## config.mk

```make
export PLATFORM = sky130hd
export DESIGN_NAME = step_sequencer
export DESIGN_NICKNAME = d
export VERILOG_FILES = /design/src/rtl/step_seq_pkg.sv /design/src/rtl/dwell_counter.sv /design/src/rtl/step_sequencer.sv
export SDC_FILE = /design/constraint.sdc
export NUM_CORES = 1
export LEC_CHECK = 0
export BUFFER_PORTS_ARGS = -buffer_cell sky130_fd_sc_hd__buf_2
export CORE_AREA = 8 8 45 47
export DETAILED_ROUTE_END_ITERATION = 10
export DIE_AREA = 0 0 53 55
export PLACE_DENSITY = 0.65
export SLEW_MARGIN = 20
export SYNTH_ARGS = -nofsm -noshare
export SYNTH_HDL_FRONTEND = slang
export SYNTH_SLANG_ARGS = --single-unit
export TNS_END_PERCENT = 5
```

## constraint.sdc

```tcl
create_clock -name iclk -period 1.47 [get_ports iclk]
set_input_delay 0.147 -clock iclk [delete_from_list [all_inputs] [get_ports iclk]]
set_output_delay 0.147 -clock iclk [all_outputs]
set_load 0.02 [all_outputs]
```

## src/rtl/step_seq_pkg.sv

```systemverilog
// Shared constants and helpers for the step sequencer: FSM encodings and index clamping.
package step_seq_pkg;

  // FSM state encodings. These are plain 2-bit constants so that older code can
  // compare against them directly.
  localparam logic [1:0] ST_IDLE  = 2'd0;
  localparam logic [1:0] ST_RUN   = 2'd1;
  localparam logic [1:0] ST_PAUSE = 2'd2;
  localparam logic [1:0] ST_HALT  = 2'd3;

  // Widest position index supported (N_STEPS up to 256).
  localparam int unsigned IDX_MAX_W = 8;

  // Limit a requested position to the last legal index.
  function automatic logic [IDX_MAX_W-1:0] clamp_idx(input logic [IDX_MAX_W-1:0] val,
                                                     input logic [IDX_MAX_W-1:0] last);
    return (val > last) ? last : val;
  endfunction

endpackage

```

## src/rtl/dwell_counter.sv

```systemverilog
// Dwell timer: counts enabled cycles and pulses tick on the last cycle of each dwell period.
module dwell_counter #(
  parameter int unsigned DWELL_CYC = 1
) (
  input  logic clk,
  input  logic rst_n,
  input  logic en,
  input  logic clr,
  output logic tick
);

  // At least one bit, even when the dwell is a single cycle.
  localparam int unsigned CW = (DWELL_CYC > 1) ? $clog2(DWELL_CYC) : 1;
  localparam logic [CW-1:0] CNT_LAST = CW'(DWELL_CYC - 1);

  logic [CW-1:0] cnt_q;
  logic [CW-1:0] cnt_d;

  // tick is combinational so the owner can step on the same edge that wraps the count.
  assign tick = en && (cnt_q == CNT_LAST);

  // Next count: clear wins, otherwise advance while enabled and wrap on tick.
  always_comb begin
    // NOTE: every always_comb output gets a default first so no path leaves it unassigned (no latch).
    cnt_d = cnt_q;
    if (clr) begin
      cnt_d = '0;
    end else if (en) begin
      cnt_d = tick ? '0 : cnt_q + CW'(1);
    end
  end

  // Count register with synchronous active-low reset.
  always_ff @(posedge clk) begin
    // NOTE: sequential state uses non-blocking (<=) so all flops update together at the edge.
    if (!rst_n) begin
      cnt_q <= '0;
    end else begin
      cnt_q <= cnt_d;
    end
  end

endmodule

```

## src/rtl/step_sequencer.sv

```systemverilog
// N-step position sequencer: steps an index up or down once per dwell period, with pause,
// direction select, synchronous load, and wrap or saturate handling at the ends.
module step_sequencer #(
  parameter  int unsigned N_STEPS   = 4,
  parameter  int unsigned DWELL_CYC = 1,
  parameter  bit          WRAP_EN   = 1'b1,
  localparam int unsigned W         = $clog2(N_STEPS)
) (
  input  logic         iclk,
  input  logic         irst,
  input  logic         iStop,
  input  logic         iback,
  input  logic         iLoad,
  input  logic [W-1:0] iLoadVal,
  output logic [W-1:0] oVal,
  output logic         oTerm,
  output logic         oDone,
  output logic         oRunning
);

  import step_seq_pkg::*;

  // Ends are compared explicitly, since N_STEPS need not be a power of two.
  localparam logic [W-1:0] IDX_LAST = W'(N_STEPS - 1);

  logic [1:0]   state_q, state_d;
  logic [W-1:0] val_q, val_d;
  logic         term_q, term_d;
  logic         done_q, done_d;

  logic         active;
  logic         tick;
  logic         at_end_dir;
  logic         hit_end;
  logic [W-1:0] step_val;
  logic [W-1:0] load_val;

  // A paused sequencer being released counts as a running cycle, so a partial dwell
  // carries on from where it froze instead of losing a cycle.
  assign active = !iLoad && !iStop && ((state_q == ST_RUN) || (state_q == ST_PAUSE));

  dwell_counter #(
    .DWELL_CYC (DWELL_CYC)
  ) u_dwell (
    .clk   (iclk),
    .rst_n (irst),
    .en    (active),
    .clr   (iLoad),
    .tick  (tick)
  );

  // Candidate step value and end detection in the currently selected direction.
  assign at_end_dir = iback ? (val_q == '0) : (val_q == IDX_LAST);
  assign step_val   = iback ? (val_q - W'(1)) : (val_q + W'(1));
  assign hit_end    = iback ? (step_val == '0) : (step_val == IDX_LAST);
  assign load_val   = W'(clamp_idx(IDX_MAX_W'(iLoadVal), IDX_MAX_W'(IDX_LAST)));

  // FSM, position and flag next-state logic; priority is load, then stop, then dwell/step.
  always_comb begin
    state_d = state_q;
    val_d   = val_q;
    term_d  = 1'b0;
    done_d  = done_q;

    if (iLoad) begin
      val_d   = load_val;
      done_d  = 1'b0;
      state_d = iStop ? ST_PAUSE : ST_RUN;
    end else begin
      case (state_q)
        ST_IDLE: begin
          if (!iStop) state_d = ST_RUN;
        end
        ST_RUN, ST_PAUSE: begin
          if (iStop) begin
            state_d = ST_PAUSE;
          end else begin
            state_d = ST_RUN;
            if (tick) begin
              if (at_end_dir) begin
                // Already at the end we are heading for: wrap around, or stop there.
                if (WRAP_EN) begin
                  val_d = iback ? IDX_LAST : '0;
                end else begin
                  state_d = ST_HALT;
                  done_d  = 1'b1;
                end
              end else begin
                val_d  = step_val;
                term_d = hit_end;
                if (!WRAP_EN && hit_end) begin
                  state_d = ST_HALT;
                  done_d  = 1'b1;
                end
              end
            end
          end
        end
        ST_HALT: begin
          // Leave saturation once the direction points away from the end we hold.
          if (!at_end_dir) begin
            done_d  = 1'b0;
            state_d = iStop ? ST_PAUSE : ST_RUN;
          end
        end
        default: begin
          state_d = ST_IDLE;
          val_d   = '0;
          done_d  = 1'b0;
        end
      endcase
    end
  end

  // State, position and flag registers with synchronous active-low reset.
  always_ff @(posedge iclk) begin
    if (!irst) begin
      state_q <= ST_IDLE;
      val_q   <= '0;
      term_q  <= 1'b0;
      done_q  <= 1'b0;
    end else begin
      state_q <= state_d;
      val_q   <= val_d;
      term_q  <= term_d;
      done_q  <= done_d;
    end
  end

  assign oVal     = val_q;
  assign oTerm    = term_q;
  assign oDone    = done_q;
  assign oRunning = (state_q == ST_RUN);

endmodule

```

# Yosys cells after proc, flatten, opt, wreduce, memory -nomap -nowiden
# Index checks and enable logic that the tools add are counted.
word_totals:
  ff_bits: 6
  latchBits: 0
  ramBits: 0
  romBits: 0
  input_bits: 7
  out_inout_bits: 5
  n_memories: 0
op_classes:
  add_sub_neg: 3
  n_mul: 0
  div: 0
  magnitude_cmp: 0
  n_eq_ne: 8
  shifts: 0
  muxes: 15
  bitwise_logic: 4
  reduce_logical: 16
ops:
  columns: ["operator", "count"]
  rows:
  - ["2-bit two-way mux", 11]
  - ["2-bit equality test, second input constant", 4]
  - ["2-bit logical NOT", 3]
  - ["3-bit != test, second input constant", 2]
  - ["2-bit one-hot mux with 3 select lines", 1]
  - ["6-bit OR reduction", 1]
  - ["1-bit NOT", 4]
  - ["2-bit nonzero test", 2]
  - ["2-bit OR reduction", 2]
  - ["1-bit logical AND", 3]
  - ["1-bit two-way mux", 3]
  - ["3-bit AND reduction", 1]
  - ["2-bit by 1-bit adder with 2-bit output, second input constant", 1]
  - ["2-bit by 1-bit equality test with 1-bit output, second input constant", 1]
  - ["1-bit logical NOT", 2]
  - ["2-bit by 1-bit != test with 1-bit output, second input constant", 1]
  - ["2-bit AND reduction", 1]
  - ["2-bit by 1-bit subtractor with 2-bit output, second input constant", 1]
  - ["1-bit adder, second input constant", 1]
  - ["1-bit logical OR", 1]

# Logic depth before layout (Yosys ltp)
# Gate-level depths: netlist of run 1.
logic_depth:
  word_depth: 8
  mapped_depth: 6

# Cells and area by module
# From an unflattened synthesis of run 1, not the netlist that was laid out.
hier_totals:
  hier_cells: 46
  area_unflattened_um2: 407.9
by_module_without_submodules:
  columns: ["mod", "instances", "cells_each", "area_per_inst_um2", "seq_area_each_um2"]
  rows:
  - ["step_sequencer", 1, 43, 369.1, 100.1]
  - ["dwell_counter", 1, 3, 38.8, 20.0]

# Least setup slack after synthesis of run 1
# No wires, ideal clock.
synth_path:
  kind: "register -> register"
  start: "register state_q[0]"
  end: "register val_q[1], in the netlist oVal[1]"
  t_arrival_ns: 1.478
  required_time_ns: 1.347
  setup_slack_ns: -0.131
  path_stages_with_launch: 6
  n_path_buf: 0
  cell_sequence: "dfxtp_1 > inv_1 > ha_1 > or4b_4 > a221oi_1 > nor2_1"
synth_between:
  elab_chain_cells: 6
  word_cells_on_any_way: 9
  classes_between: "2 x eq/ne; 7 x reduce/logical"
synth_rtl:
  columns: ["element", "line_no", "rtl"]
  rows:
  - ["start, declared", "step_sequencer.sv:26", "logic [1:0] state_q, state_d;"]
  - ["start signal, assigned", "step_sequencer.sv:123", "state_q <= state_d;"]
  - ["2-bit by 1-bit equality test with 1-bit output or 2-bit equality test (tied branches)", "step_sequencer.sv:40, step_sequencer.sv:70", null]
  - ["1-bit logical OR", "step_sequencer.sv:40", "assign active = !iLoad && !iStop && ((state_q == ST_RUN) || (state_q == ST_PAUSE));"]
  - ["1-bit logical AND", "step_sequencer.sv:40", null]
  - ["1-bit logical AND", "dwell_counter.sv:20", "assign tick = en && (cnt_q == CNT_LAST);"]
  - ["2-bit nonzero test (no line)", null, null]
  - ["3-bit AND reduction (no line) (*)", null, null]
  - ["end signal, assigned", "step_sequencer.sv:124", "val_q <= val_d;"]
  - ["end, declared", "step_sequencer.sv:27", "logic [W-1:0] val_q, val_d;"]
# Every way passes the cells marked *; elsewhere a longest branch is shown, timed or not.
# A chain may end at the register's enable or synchronous reset.

# Final worst setup path of run 1
layout_path:
  start: "register state_q[1]"
  end: "register val_q[1], in the netlist oVal[1]"
# The elaborated chain is that of the path after synthesis.

==> impl_metrics.py, run 1 <==
metrics = {
    "cells_and_area": {
        "area_growth_pct": 30.3,
        "antenna_cells": 0,
        "layout-drive-gt1-share_pct": 40.0,
        "fin_nets": 74,
        "final_util_pct": 37.7,
        "final_cells": 76,
        "design_area_sq_um": 522,
    },
    "floorplan": {
        "initial_utilization_pct": 28.9,
        "fp.dieH_um": 55,
        "dieArea_sq_um": 2920,
        "fp-row-count": 14,
        "die_x_um": 53,
        "ios": 12,
        "core-area_sq_um": 1380,
    },
    "routing": {
        "detail_route.wl_per_cell_um": 10.8,
        "post-route-drc-count": 0,
        "wirelength_um": 823,
        "drtIter0Drc": 11,
        "drt_pass1_iterations": 4,
        "ant_nets": 0,
        "via_per_inst": 4.70,
        "vias": 357,
    },
    "synth": {
        "synth_cell_types": 25,
        "postSynthAreaPerCell_sq_um": 8.70,
        "ys_ff_latch": 6,
        "seq_area_frac_synth_pct": 30.0,
        "synthArstFlopShare_pct": 0,
        "ys.flop_type": "dfxtp_1",
        "syn_nets": 58,
        "synth_area_sq_um": 400,
        "synth-edff-count": 0,
        "yosys_warnings": 0,
        "synth_cells": 46,
    },
    "cts": {
        "clock_path_buffers": 2,
        "cts.clk_slew.worst_paths_ns": 0.05,
        "cts_tree": "done",
        "cts_root_buffer": "clkbuf_4",
        "clk_latency_ns": 0.24,
        "cts_setup_buffers": 0,
        "clock_sinks": 6,
        "h-tree-depth": 1,
        "ctsHoldBuffers": 0,
        "numCtsBuffers": 3,
    },
    "place": {
        "placed_area_sq_um": 487,
        "io_buffers": 10,
        "dp_hpwl_um": 650,
        "preCtsSetupSlack_ns": -0.0726,
        "dpl.cell_count": 73,
        "place.gp.congestion": 0.750,
    },
    "grt": {
        "grt_pass1_vias": 335,
        "grt_antenna_before_repair": 0,
        "gr-total-overflow": 0,
        "grt_pass1_wl_um": 1350,
        "grt.total_usage_pct": 6.35,
        "grt_max_degree": 8,
    },
    "timing": {
        "postLayoutSetupSlackWorst_ns": -0.0699,
        "hold_violations": 0,
        "grt_setup_unrepaired": "yes",
        "whs_ns": 0.173,
        "period_needed_ns": 1.54,
        "fin_crit_sh_pct": 105,
        "tns_ns": -0.112,
        "maxSlewViolCount": 0,
        "finalSetupViolCount": 2,
        "max_freq_mhz": 649,
        "skew_ns": 0.00116,
    },
    "setup_path": {
        "ff2ff_setup_slack_ns": -0.07,
        "worstPathRequired_ns": 1.60,
        "path_cells": "inv_2 > ha_4 > or4b_4 > a221oi_2 > nor2_1",
        "worst-setup-path-type": "reg -> reg",
        "critPathTopFamily": "simple AND/OR/NAND/NOR gates",
        "cp.arrival_ns": 1.67,
        "cpMaxStageDelayCell": "or4b_4",
        "crit_path_end_kind": "flip-flop",
        "critPathBufInv": 1,
        "start_kind": "flip-flop",
        "crit_fanout": 5,
        "worst_path_largest_cell_delay_ns": 0.49,
    },
    "job": {
        "max-cap-violations": 0,
    },
    "status": {
        "violations": "setup timing",
        "status": "finished with violations",
    },
    "pwr": {
        "ir_drop_mv": 0.351,
        "power_mw": 0.431,
        "power.leakage_nw": 0.245,
        "p_per_area_nw_per_um2": 825,
    },
    "hold_path": {
        "min_path_type": "in -> reg",
    },
}
## cells by family (layout without fill, tap and decap cells)
logic type,after synthesis,in the layout,share of synthesized area [%]
multiplexers,1,1,2.50
buffers and inverters,5,19,5.62
flip-flops,6,6,30.0
adder cells (fa/ha/maj),5,5,15.6
AND/OR/NAND/NOR,17,17,27.8
XOR/XNOR,1,1,2.19
AO/OA/AOI/OAI,10,10,15.3
other,1,1,0.937
## repair_timing
item                                    4_1_cts  5_1_grt
pin swaps                                     1        0
endpoints found under the setup margin        3        3
gates resized for setup                       2        0
## flip-flops by register name, indices dropped and copies added (netlist names)
register / cells
oVal: 2
state_q: 2
oTerm: 1
u_dwell.cnt_q: 1
## power breakdown
| part | switching (mW) | total (mW) | internal [mW] | leakage, nW |
|---|---|---|---|---|
| logic | 0.0512 | 0.0968 | 0.0457 | 0.181 |
| clock network | 0.0591 | 0.151 | 0.0923 | 0.0138 |
| registers | 0.0101 | 0.182 | 0.172 | 0.0500 |
## worst min-delay path, cell delays in order
cell	delay, ns
buf_2	0.07
o21ai_0	0.07
nor2_1	0.09
## cells in the final DEF, fill, tap and decap left out
master	n
buf_2	10
o21ai_0	5
ha_1	4
dfxtp_1	4
nand2b_1	3
clkbuf_4	3
inv_2	2
inv_1	2
and2b_1	2
nor2_1	2
nand2_1	2
buf_4	2
dfxtp_2	2
xor2_1	1
or4b_4	1
a21oi_1	1
a221oi_2	1
nand3b_1	1
or3b_1	1
mux2i_1	1
and4_1	1
nor2b_1	1
nor3_1	1
a31oi_1	1
a21oi_2	1
or2_2	1
and3_1	1
a21boi_0	1
ha_4	1
conb_1	1
## layer usage
layer  wire (um)  track usage, %  up-vias
met1         365            5.95      166
li1            -               -      184
met5           0               0        -
met3          39            1.07        0
met2         418            10.7        7
met4           0            7.76        0
## final cells by class
cell class | count | area, sq um
Fill cell | 151 | 862
Multi-Input combinational cell | 35 | 277
Sequential cell | 6 | 123
Timing Repair Buffer | 12 | 65.1
Clock buffer | 3 | 22.5
Tap cell | 16 | 20.0
Inverter | 4 | 15.0
## Yosys cell counts, types with 2 or more instances
master | n | share of area (%)
dfxtp_1 | 6 | 30
and2b_1 | 2 | 3.7
nor2_1 | 2 | 1.9
nand2_1 | 2 | 1.9
ha_1 | 5 | 16
nand2b_1 | 3 | 4.7
o21ai_0 | 5 | 6.2
inv_1 | 4 | 3.7
## final timing paths
| check | startpoint | end | cells past startpoint |
|---|---|---|---|
| hold reg to reg | u_dwell.cnt_q | u_dwell.cnt_q | 2 |
| hold / removal | iLoadVal[1] | oVal[1] | 3 |
| setup / recovery | state_q[1] | oVal[1] | 5 |
| setup reg to reg | state_q[1] | oVal[1] | 5 |
Power figures use the tool's default switching activity.
==> inputs of run 2 (changes only) <==
Settings changed: PLACE_DENSITY 0.65 to 0.52.
==> run 2 against run 1 <==
Net effect:
- the run still ends with setup timing left
- hold slack lost 0.018 ns
- routed wire length grew 0.61%
- count of clock-buffer cells in the layout is the same
- non-clock buffer count grew 1
- clock power grew 3%
- combinational power grew 5%
==> impl_metrics.py, run 2 (synthesis gave the netlist of run 1 again) <==
metrics = {
    "cts": {
        "clock_path_buffers": 2,
        "cts_tree": "done",
        "h-tree-depth": 1,
        "numCtsBuffers": 3,
        "clock_sinks": 6,
        "cts.clk_slew.worst_paths_ns": 0.05,
        "ctsHoldBuffers": 0,
        "clk_latency_ns": 0.25,
        "cts_root_buffer": "clkbuf_4",
        "cts_setup_buffers": 0,
    },
    "floorplan": {
        "fp.dieH_um": 55,
        "ios": 12,
        "fp-row-count": 14,
        "dieArea_sq_um": 2920,
        "core-area_sq_um": 1380,
        "die_x_um": 53,
        "initial_utilization_pct": 28.9,
    },
    "grt": {
        "gr-total-overflow": 0,
        "grt_antenna_before_repair": 0,
        "grt_max_degree": 8,
        "grt.total_usage_pct": 7.28,
        "grt_pass1_vias": 366,
        "grt_pass1_wl_um": 1500,
    },
    "setup_path": {
        "worstPathRequired_ns": 1.61,
        "ff2ff_setup_slack_ns": -0.05,
        "start_kind": "flip-flop",
        "cp.arrival_ns": 1.66,
        "worst-setup-path-type": "reg -> reg",
        "crit_fanout": 5,
        "crit_path_end_kind": "flip-flop",
    },
    "place": {
        "preCtsSetupSlack_ns": -0.0751,
        "dp_hpwl_um": 664,
        "io_buffers": 10,
        "place.gp.congestion": 0.766,
        "placed_area_sq_um": 494,
    },
    "timing": {
        "whs_ns": 0.155,
        "fin_crit_sh_pct": 104,
        "max_freq_mhz": 657,
        "postLayoutSetupSlackWorst_ns": -0.0527,
        "hold_violations": 0,
        "period_needed_ns": 1.52,
        "skew_ns": 0.00517,
        "finalSetupViolCount": 1,
        "maxSlewViolCount": 0,
        "grt_setup_unrepaired": "yes",
    },
    "pwr": {
        "ir_drop_mv": 0.398,
        "power.leakage_nw": 0.250,
        "power_mw": 0.439,
        "internal_power_mw": 0.313,
        "power.share.switching_pct": 28.7,
        "clkPwrFrac_pct": 35.5,
        "p_sw_mw": 0.126,
        "p_per_area_nw_per_um2": 825,
        "power_frac_comb_pct": 23.3,
        "power_frac_seq_pct": 41.2,
    },
    "routing": {
        "vias": 361,
        "via_per_inst": 4.69,
        "post-route-drc-count": 0,
        "detail_route.wl_per_cell_um": 10.8,
        "drtIter0Drc": 4,
        "wirelength_um": 828,
        "ant_nets": 0,
        "drt_pass1_iterations": 3,
    },
    "cells_and_area": {
        "final_common_cell": "buf_2",
        "design_area_sq_um": 533,
        "final_util_pct": 38.5,
        "area_growth_pct": 33.1,
        "final_cell_mix": "buf_2 (10), o21ai_0 (5), ha_1 (4), dfxtp_1 (4)",
        "layout-drive-gt1-share_pct": 42.6,
        "fillerInstances": 143,
        "antenna_cells": 0,
        "fin_nets": 75,
    },
    "job": {
        "max-cap-violations": 0,
    },
    "hold_path": {
        "min_path_type": "in -> reg",
    },
    "status": {
        "violations": "setup timing",
        "status": "finished with violations",
    },
}
run 2: cell types whose count changed in the layout (fill, tap and decap cells not counted):
cell / previous run / this run
a21oi_2: 1 / 2
a21oi_1: 1 / 0
buf_4: 2 / 3
run 2: power by group through the flow:
stage               logic (mW)  registers (mW)  clock network [mW]
floorplan               0.0565           0.190                   0
global placement        0.0975           0.183                   0
detailed placement      0.0964           0.184                   0
CTS                      0.101           0.181               0.168
global route             0.117           0.182               0.171
finish                   0.102           0.181               0.156
run 2: worst max-delay path, stage by stage (launching register included):
cell and delay [ns]:
dfxtp_2 0.33, inv_2 0.05, ha_4 0.24, or4b_4 0.49, a221oi_2 0.25, nor2_1 0.06
run 2: worst paths after layout:
kind	start	to	cells after the start
worst min-delay path	iLoad	u_dwell.cnt_q	2
worst max register to register	state_q[1]	oVal[1]	5
worst max-delay path	state_q[1]	oVal[1]	5
worst min register to register	u_dwell.cnt_q	u_dwell.cnt_q	2
run 2: final cells by class:
type / count / area, sq um / share of cell area, %
tap: 16 / 20.0 / 3.76
timing repair buffer: 13 / 72.6 / 13.6
clock buffer: 3 / 22.5 / 4.23
inverter: 4 / 15.0 / 2.82
multi-input combinational: 35 / 280 / 52.6
sequential: 6 / 123 / 23.0
run 2: repair_timing:
item	4_1_cts	5_1_grt
pin swaps	0	1
setup endpoints to repair	3	3
resized for setup	2	1
endpoints found under the hold margin	0	0
run 2: metal layers:
metal	up-vias	share of wire (%)	track usage [%]
li1	187	-	-
met1	160	46	7.62
met2	10	44	10.9
met3	4	6.6	3.21
met4	0	3.3	6.47
met5	-	0	0
run 2: stage by stage:
| stage | cells | setup TNS [ns] |
|---|---|---|
| after floorplan | 46 | -0.0360 |
| after global placement | 74 | -0.0889 |
| after detailed placement | 74 | -0.123 |
| after CTS | 77 | -0.0986 |
| after global routing | 77 | -0.273 |
| final | 77 | -0.0527 |
==> inputs of run 3 (changes only) <==
Settings changed: ABC_AREA set to 1, PLACE_DENSITY 0.52 to 0.51.
==> run 3 against run 2 <==
Net effect:
- the run now ends clean
- critical path depth grew 1
- synthesized cell count grew 13%
- final area shrank 9.9%
- first-iteration DRC count grew 100%
- critical endpoint is now oVal[0]
- largest power group unchanged
- highest routed layer unchanged
==> impl_metrics.py, run 3 <==
metrics = {
    "status": {
        "status": "complete, no violations",
    },
    "pwr": {
        "ir_drop_mv": 0.325,
        "power_mw": 0.425,
        "power.leakage_nw": 0.248,
        "p_per_area_nw_per_um2": 885,
    },
    "synth": {
        "yosys.area.top_type_share_pct": 31.0,
        "yosys_warnings": 0,
        "synthTopCellsByArea": "dfxtp_1 (31%), ha_1 (16%), inv_1 (7.7%)",
        "synth_cell_types": 17,
        "syn_nets": 64,
        "synth-edff-count": 0,
        "synth_top_family_by_area": "simple AND/OR/NAND/NOR gates",
        "synthArstFlopShare_pct": 0,
        "ys.flop_type": "dfxtp_1",
        "synth_xor_area_share_pct": 2.26,
        "synth_area_sq_um": 388,
        "synth_cells": 52,
        "yosysTopAreaCell": "dfxtp_1",
        "yosys.area_share.adder_pct": 16.1,
        "synthTopCellsByCount": "inv_1 (8), nand2_1 (8), dfxtp_1 (6)",
        "postSynthAreaPerCell_sq_um": 7.46,
        "synthMuxAreaShare_pct": 0,
        "ys_ff_latch": 6,
        "synth_compound_area_share_pct": 10.3,
        "seq_area_frac_synth_pct": 31.0,
        "synthSimpleGateAreaFrac_pct": 28.7,
    },
    "cells_and_area": {
        "final_util_pct": 34.7,
        "fillerInstances": 157,
        "final_cell_mix": "buf_2 (10), inv_1 (8), nand2_1 (8)",
        "antenna_cells": 0,
        "fin_nets": 79,
        "final_common_cell": "buf_2",
        "layout-drive-gt1-share_pct": 29.2,
        "area_growth_pct": 23.9,
    },
    "setup_path": {
        "critPathBufInv": 1,
        "cp.arrival_ns": 1.39,
        "worst_path_largest_cell_delay_ns": 0.37,
        "crit_fanout": 4,
        "worst-setup-path-type": "reg -> reg",
        "r2r_cells": 6,
        "ff2ff_setup_slack_ns": 0.21,
        "crit_path_end_kind": "flip-flop",
        "crit-reg2reg-launch": "state_q[0]",
        "worstPathRequired_ns": 1.60,
        "rr_endpoint": "oVal[0]",
        "critPathTopFamily": "simple AND/OR/NAND/NOR gates",
        "start_kind": "flip-flop",
        "cpMaxStageDelayCell": "dfxtp_1",
        "path_cells": "inv_1 > ha_1 > nor3b_2 > nand3_1 > nand2_1 > a21oi_1",
    },
    "cts": {
        "cts_root_buffer": "clkbuf_4",
        "cts_resized": 0,
        "cts_tree": "done",
        "numCtsBuffers": 3,
        "ctsHoldBuffers": 0,
        "clock_sinks": 6,
        "cts.clk_slew.worst_paths_ns": 0.04,
        "h-tree-depth": 1,
        "cts_setup_buffers": 0,
        "clk_latency_ns": 0.25,
        "clock_path_buffers": 2,
    },
    "routing": {
        "detail_route.wl_per_cell_um": 10.7,
        "vias": 376,
        "wirelength_um": 864,
        "drtIter0Drc": 8,
        "post-route-drc-count": 0,
        "via_per_inst": 4.64,
        "drt_pass1_iterations": 4,
        "ant_nets": 0,
    },
    "hold_path": {
        "holdPathStages": 2,
        "min_path_type": "in -> reg",
        "min_to": "u_dwell.cnt_q",
        "worstHoldStart": "iLoad",
    },
    "floorplan": {
        "dieArea_sq_um": 2920,
        "ios": 12,
        "die_x_um": 53,
        "fp-row-count": 14,
        "core-area_sq_um": 1380,
        "fp.dieH_um": 55,
        "initial_utilization_pct": 28.0,
    },
    "timing": {
        "max_freq_mhz": 795,
        "maxSlewViolCount": 0,
        "hold_violations": 0,
        "period_needed_ns": 1.26,
        "finalSetupViolCount": 0,
        "skew_ns": 0.00568,
        "fin_crit_sh_pct": 85.6,
        "tns_ns": 0,
        "grt_setup_unrepaired": "no",
    },
    "grt": {
        "grt_pass1_wl_um": 1490,
        "grt_pass1_vias": 359,
        "grt.total_usage_pct": 7.00,
        "gr-total-overflow": 0,
        "grt_max_degree": 7,
        "grt_antenna_before_repair": 0,
    },
    "place": {
        "dp_hpwl_um": 712,
        "place.gp.congestion": 0.727,
        "io_buffers": 10,
    },
    "job": {
        "max-cap-violations": 0,
    },
}
run 3: cell count changes after synthesis, sizes merged, moves of 2 or more:
cell	before	now
nand2	2	10
inv	4	9
a21oi	2	5
nand2b	3	0
nand3	0	3
and2b	2	0
nand4	0	2
nor4	0	2
o21ai	5	3
run 3: final cells by class:
cell class | count | area [sq um] | share of cell area [%]
sequential | 6 | 120 | 25.0
inverter | 9 | 33.8 | 7.03
timing repair buffer | 11 | 57.6 | 12.0
tap | 16 | 20.0 | 4.17
multi-input combinational | 36 | 226 | 47.1
clock buffer | 3 | 22.5 | 4.69
run 3: per-stage QoR:
step	area, sq um	instances	setup slack, ns	hold slack [ns]
floorplan	388	52	0.214	0.225
global placement	458	78	0.229	0.421
detailed placement	458	78	0.218	0.408
CTS	480	81	0.209	0.149
global route	480	81	0.0739	0.162
finish	480	81	0.212	0.157
run 3: how the worst max path moves through the flow:
| stage | start | end | slack (ns) | cells past startpoint |
|---|---|---|---|---|
| 3_5_place_dp | state_q[0] | oVal[0] | 0.22 | 6 |
| 4_1_cts | state_q[0] | oVal[0] | 0.21 | 6 |
| 6_report | state_q[0] | oVal[0] | 0.21 | 6 |
| 5_1_grt | state_q[0] | oVal[0] | 0.07 | 6 |
| 3_3_place_gp | state_q[0] | oVal[0] | 0.23 | 6 |
| 2_1_floorplan | oVal[1] | oVal[1] | 0.21 | 5 |
run 3: power by group:
group / switching, mW / internal, mW
Combinational: 0.0542 / 0.0349
Sequential: 0.00811 / 0.171
Clock: 0.0639 / 0.0927
Total: 0.126 / 0.299
run 3: cell families after synthesis:
group / Yosys count
and+or+nand+nor: 21
adders and majority gates: 5
AOI/OAI and AO/OA: 8
xor gates and xnor gates: 1
other: 1
DFF: 6
buffers and inverters: 10
run 3: per-layer routing:
layer	track usage (%)	wire, um
met5	0	0
met4	3.88	10
met3	4.55	88
met2	10.7	397
met1	7.15	368
